**src/rtl/alu_control.sv**
```systemverilog
// ALU control decoder: maps main-control ALUop plus the R-type function field
// to a 3-bit ALU operation, registered with one cycle of latency.
module alu_control #(
   parameter bit FULL_DECODE = 1'b0
) (
   input  logic       clk,
   input  logic       rst_n,
   input  logic       in_valid,
   input  logic [1:0] ALUop,
   input  logic [5:0] Func,
   output logic [2:0] ALUoper,
   output logic       out_valid,
   output logic       illegal
);

   logic [2:0] dec_oper;
   logic       dec_illegal;
   logic       rtype_prefix_ok;

   assign rtype_prefix_ok = !FULL_DECODE || (Func[5:4] == 2'b10);

   always_comb begin
      dec_oper    = 3'b010;
      dec_illegal = 1'b0;
      if (!ALUop[1]) begin
         dec_oper = ALUop[0] ? 3'b110 : 3'b010;
      end else begin
         unique case (Func[3:0])
            4'b0000: dec_oper = 3'b010;
            4'b0010: dec_oper = 3'b110;
            4'b0100: dec_oper = 3'b000;
            4'b0101: dec_oper = 3'b001;
            4'b0110: dec_oper = 3'b011;
            4'b0111: dec_oper = 3'b100;
            4'b1010: dec_oper = 3'b111;
            4'b1011: dec_oper = 3'b101;
            default: dec_illegal = 1'b1;
         endcase
         // Unknown codes fall back to add so a downstream ALU still sees a benign op.
         if (!rtype_prefix_ok || dec_illegal) begin
            dec_oper    = 3'b010;
            dec_illegal = 1'b1;
         end
      end
   end

   always_ff @(posedge clk or negedge rst_n) begin
      if (!rst_n) begin
         ALUoper   <= 3'b000;
         out_valid <= 1'b0;
         illegal   <= 1'b0;
      end else begin
         out_valid <= in_valid;
         if (in_valid) begin
            ALUoper <= dec_oper;
            illegal <= dec_illegal;
         end
      end
   end

endmodule

```
**config.mk**
```make
export PLATFORM = sky130hd
export DESIGN_NAME = alu_control
export DESIGN_NICKNAME = d
export VERILOG_FILES = /design/src/rtl/alu_control.sv
export SDC_FILE = /design/constraint.sdc
export NUM_CORES = 1
export LEC_CHECK = 0
export ABC_AREA = 1
export CORE_AREA = 4 4 41 43
export DETAILED_ROUTE_END_ITERATION = 12
export DIE_AREA = 0 0 45 47
export PLACE_DENSITY_LB_ADDON = 0.1
export SLEW_MARGIN = 10
export SYNTH_ARGS = -nofsm -noshare
export SYNTH_HDL_FRONTEND = slang
export SYNTH_SLANG_ARGS = --single-unit
export TNS_END_PERCENT = 5
```
**constraint.sdc**
```tcl
create_clock -name clk -period 0.8 [get_ports clk]
set_input_delay 0.24 -clock clk [delete_from_list [all_inputs] [get_ports clk]]
set_output_delay 0.24 -clock clk [all_outputs]
set_load 0.05 [all_outputs]
```
### Yosys cells after proc, flatten, opt, wreduce, memory -nomap -nowiden

Cells that the tools add are included.

| cells by class | value |
|---|---|
| $add $sub $neg | 0 |
| multipliers | 0 |
| div/mod/pow operators | 0 |
| order comparisons | 0 |
| equality and inequality tests | 7 |
| shifts and indexed selects | 0 |
| multiplexer cells | 8 |
| bitwise gates (word level) | 0 |
| reductions and logical operators | 2 |

Operator list:

| operator | number |
|---|---|
| case mux 3 bit (7 select lines) | 1 |
| == test 4 x 3 -> 1 bit (second input constant) | 4 |
| 2-to-1 mux 3 bit | 3 |
| == test 4 bit (second input constant) | 2 |
| OR reduction 8 bit | 1 |
| == test 4 x 2 -> 1 bit (second input constant) | 1 |
| logical NOT 4 bit | 1 |
| 2-to-1 mux 1 bit | 4 |

| word-level totals | value |
|---|---|
| register bits after elaboration | 5 |
| bits in latches | 0 |
| memory bits (writable) | 0 |
| ROM bits | 0 |
| bits of input ports | 11 |
| output and inout bits | 5 |
| memories | 0 |

### Logic depth before layout (Yosys ltp)

Gate-level depths: netlist (run 1).

| logic depth | value |
|---|---|
| depth in word-level cells | 6 |
| depth in mapped cells | 6 |
| mapped depth without buffers | 6 |

### Worst setup path before layout (run 1)

OpenSTA, ideal clock, no wires.

| path | value |
|---|---|
| path type | reg-to-reg |
| start | reg, netlist name illegal |
| end | reg illegal |
| library setup time | 127 ps |
| arrival | 731 ps |
| required time | 673 ps |
| slack | -58 ps |
| cell stages (with the launch flop) | 3 |
| path buffers | 0 |
| period minus slack after synthesis | 858 ps |
| path through | dfrtp_1 nand2_1 o21ai_0 |

RTL lines:

| element | line | RTL |
|---|---|---|
| to (signal assigned) | 56 | `illegal <= dec_illegal;` |
| to (decl) | 13 | `output logic illegal` |

### Final worst setup path (run 1)

| path | value |
|---|---|
| start | reg illegal |
| end | out illegal |

No word-level cell between the ends.

==> impl.org, run 1 <==
** STA
- Clock skew on the completed layout was measured at 0 ps.
- Of the available clock period, the critical path in the final layout requires 1.309.
- The hold violation count in the final report is 0.
- Worst path setup slack after routing :: -247.0 ps
- In this run the tightest slew margin relative to its limit is 0.8464.
- Based on the critical path, the design can be clocked at up to 955.1 MHz.
- The routed design could run at a clock period as short as 1047 ps.
- Number of pins with negative max-slew slack in the final report :: 0
- Final count of negative-setup-slack endpoints :: 5
- At the pin with the least slew margin, the transition time is 229.7 ps.
- Setup repair after global routing could not meet its margin everywhere.

** Setup path
- The setup path with the least slack is of type register to output pin.
- Data arrival at the endpoint of the critical path :: 810 ps
- The worst setup path is captured at an output pin.
- Along the worst path, the maximum fanout reaches 2.
- STA classifies the critical path startpoint as a register.
- Reg-to-reg setup timing slack :: 10 ps
- Worst EP required :: 560 ps
- Together, buffers and inverters on the worst path number 1.
- Cell with the largest stage delay on the worst path :: sky130_fd_sc_hd__dfrtp_2
- Critical path, cell by cell :: buf_12
- The largest single stage delay on the critical path is 420 ps.
- Among cell families on the critical path, the largest total delay comes from flip-flops.

** CTS
- TritonCTS created 3 clock buffers.
- Hold repair after CTS inserted 0 buffers.
- The longest clock path from root to sink contains 2 buffers.
- Later-pin clock latency in the skew report :: 240 ps
- TritonCTS built the clock tree.
- Counting every sink on the clock net gives 5.
- After clock tree synthesis, the clock-pin slew on the worst setup and hold paths is 40 ps.
- H-Tree Depth :: 1
- The tree is rooted in a sky130_fd_sc_hd__clkbuf_4.

** Placement
- HPWL Detailed :: 555.5 um
- Cell area after placement :: 488.0 sq um
- Routability cong. :: 0.7140
- During placement, the flow inserted port buffers numbering 13.
- The number of placed instances, taps included, is 70.

** Global routing
- Initial antenna violation count :: 0
- Global routing finished with a remaining overflow of 0.
- The via count of the first global-routing pass came to 302.
- The first global-routing pass estimated 1028 um of wire.
- Pin count of the biggest net entering global routing :: 6
- Overall fraction of global-route tracks in use :: 0.06820

** Worst hold path
- The path class of the tightest hold or removal check is input port to asynchronous set/reset pin.

** Synth
- Yosys printed 0 warnings.
- Of the total synthesized cell area, the portion taken by AND, OR, NAND and NOR gates is 0.3705.
- The number of different library cells used by synthesis comes to 9.
- A synthesized cell averages 6.836 sq um.
- For this run, the register share of the synthesized area comes to 0.4464.
- Synthesis inferred 5 register bits.
- In the post-synthesis netlist, the cell with the most instances is sky130_fd_sc_hd__nand2_1.
- Fraction of synthesized cell area in xor and xnor cells :: 0
- Most area-hungry cell type in the Yosys netlist :: sky130_fd_sc_hd__dfrtp_1
- The compound-cell area share of the yosys netlist is 0.08929.
- Cell types with the largest area share after synthesis :: sky130_fd_sc_hd__dfrtp_1 45%, sky130_fd_sc_hd__nand2_1 23%, sky130_fd_sc_hd__inv_1 9.4%, sky130_fd_sc_hd__a21oi_1 5.4%, sky130_fd_sc_hd__nand3_1 5.4%
- After synthesis the cells add up to 280.3 sq um.
- Counting flops with a built-in enable in the synthesized netlist gives 0.
- Main combinational cell family by area after synthesis :: simple AND/OR/NAND/NOR gates
- Of the post-synthesis cell area, the dominant cell type holds 0.4464.
- Counting flops with an async set or reset pin after synthesis yields a share of 1.000.
- When the netlist entered floorplanning its net count stood at 52.
- Most used flip-flop cell after synthesis :: sky130_fd_sc_hd__dfrtp_1
- Of the total synthesized cell area, the portion taken by full adders, half adders and majority gates is 0.
- The cell count after synthesis came out at 41.
- Top post-synthesis cells by count :: 17 x sky130_fd_sc_hd__nand2_1, 7 x sky130_fd_sc_hd__inv_1, 5 x sky130_fd_sc_hd__dfrtp_1, 3 x sky130_fd_sc_hd__a21oi_1, 3 x sky130_fd_sc_hd__nand3_1
- Of the post-synthesis cell area, the part taken by muxes is 0.

** Cells and area
- Of the cells placed in the final design, the portion with a size suffix greater than 1 is 0.2581.
- Net count of the finished layout :: 74
- The repair_antennas step left the layout with diodes totalling 0.
- Summed area of non-filler cells in the final layout :: 525.5 sq um
- Relative to the synthesized area, the layout overhead comes to 87.50%.
- Area of the multi-input gates :: 128.9 sq um
- # fillers :: 143
- Post-layout instance count excluding filler cells :: 77
- Registers take 126.4 sq um.

** Status
- Run status :: complete, but fails checks
- The final reports fail on setup timing.

** Floorplan
- 16 I/O pins were placed.
- Placeable core area :: 0.001301 sq mm
- The die is 45 um wide.
- Die Footprint :: 0.002115 sq mm
- Rows :: 13
- Effective utilization at floorplan :: 0.2154
- Chip Height :: 47 um

** Power and ir drop
- The design draws 0.8768 mW.
- Maximum VDD drop :: 0.4235 mV
- Power spread over the standard cell area amounts to 1669 mW/mm^2.
- The analysis attributes to cell leakage a power of 0.2864 nW.

** Drt
- In the routed design, unresolved DRC markers number 0.
- Using the TritonRoute via totals, the vias-per-cell ratio works out to 4.013.
- Post-route ant nets :: 0
- Iteration-0 DRC Markers :: 1
- Post-DR wirelength/cell :: 8.948 um
- Vias :: 309
- DRT Wirelength :: 689 um
- Pre-antenna DRT Iters :: 2

** Job
- Across the run, the number of max-cap violations was 0.
[path summary, 6_finish.rpt]
check	end	cells after the start	startpoint
worst max-delay path	illegal	1	illegal
worst min-delay path	out_valid	1	rst_n
worst max register to register	ALUoper[2]	3	ALUoper[2]
worst min register to register	illegal	2	illegal
max in group asynchronous	illegal	1	rst_n
min in group clk	ALUoper[2]	5	Func[1]
[report_power, final]
| part | internal [mW] | total (mW) | switching [mW] |
|---|---|---|---|
| registers | 0.276 | 0.297 | 0.0214 |
| clock network | 0.188 | 0.290 | 0.102 |
| logic | 0.145 | 0.290 | 0.145 |
[cell families (layout without fill, tap and decap cells)]
kind of cell / count (synthesis) / count (layout)
and+or+nand+nor: 24 / 24
DFF: 5 / 5
buffers and inverters: 7 / 28
AOI/OAI and AO/OA: 5 / 5
[repair_timing]
item | CTS | global route
gates resized for setup | 6 | 4
buffers inserted | 0 | 3
endpoints found under the setup margin | 9 | 9
[worst register-to-register path: stages (launching register included)]
cell	delay, ps
sky130_fd_sc_hd__dfrtp_1	400
sky130_fd_sc_hd__buf_4	140
sky130_fd_sc_hd__nor2_1	80
sky130_fd_sc_hd__a21oi_1	50
[through the flow]
step | hold WS (ps) | utilization | setup slack, ps | setup TNS (ps)
after floorplan | -55.59 | - | -57.05 | -275.6
after global placement | 483.2 | 0.3750 | -478.1 | -2016
after detailed placement | 473.7 | 0.3750 | -481.1 | -2021
after CTS | 222.0 | 0.3894 | -254.6 | -1252
after global routing | 240.4 | 0.4038 | -257.0 | -1333
final | 222.5 | 0.4038 | -247.0 | -1182
[layer usage]
layer,track usage,share of wire,routed length [um]
met5,0,0,0
met4,0.07018,0,0
met3,0.01916,0.096,66
met2,0.1158,0.48,333
met1,0.06437,0.42,289
[final cells by class]
type / count / area share
clock buffers: 4 / 0.05000
inverters: 7 / 0.05000
multi-input cells: 29 / 0.2452
flip-flops and latches: 5 / 0.2405
well taps: 15 / 0.03571
repair buffers: 17 / 0.3786
[flip-flops by register name (all words and copies together) (netlist names)]
name and cells:
ALUoper 3, illegal 1, out_valid 1
[placed cells by master (no fill, tap or decap), drive strengths merged]
cell type      count
dfrtp              5
nor2               2
buf                9
a21oi              3
clkdlybuf4s50      2
inv                7
nand3b             1
o21ai              2
dlygate4sd2        5
nand3              4
clkbuf             5
nand2             17
Power figures use the tool's default switching activity.
==> run 2, diff against run 1 <==
--- a/config.mk
+++ b/config.mk
@@ -10,7 +10,6 @@
 export DETAILED_ROUTE_END_ITERATION = 12
 export DIE_AREA = 0 0 45 47
 export PLACE_DENSITY_LB_ADDON = 0.1
-export SLEW_MARGIN = 10
 export SYNTH_ARGS = -nofsm -noshare
 export SYNTH_HDL_FRONTEND = slang
 export SYNTH_SLANG_ARGS = --single-unit
==> results of run 2 <==
Final layout, timing and power as in run 1 (identical DEF).
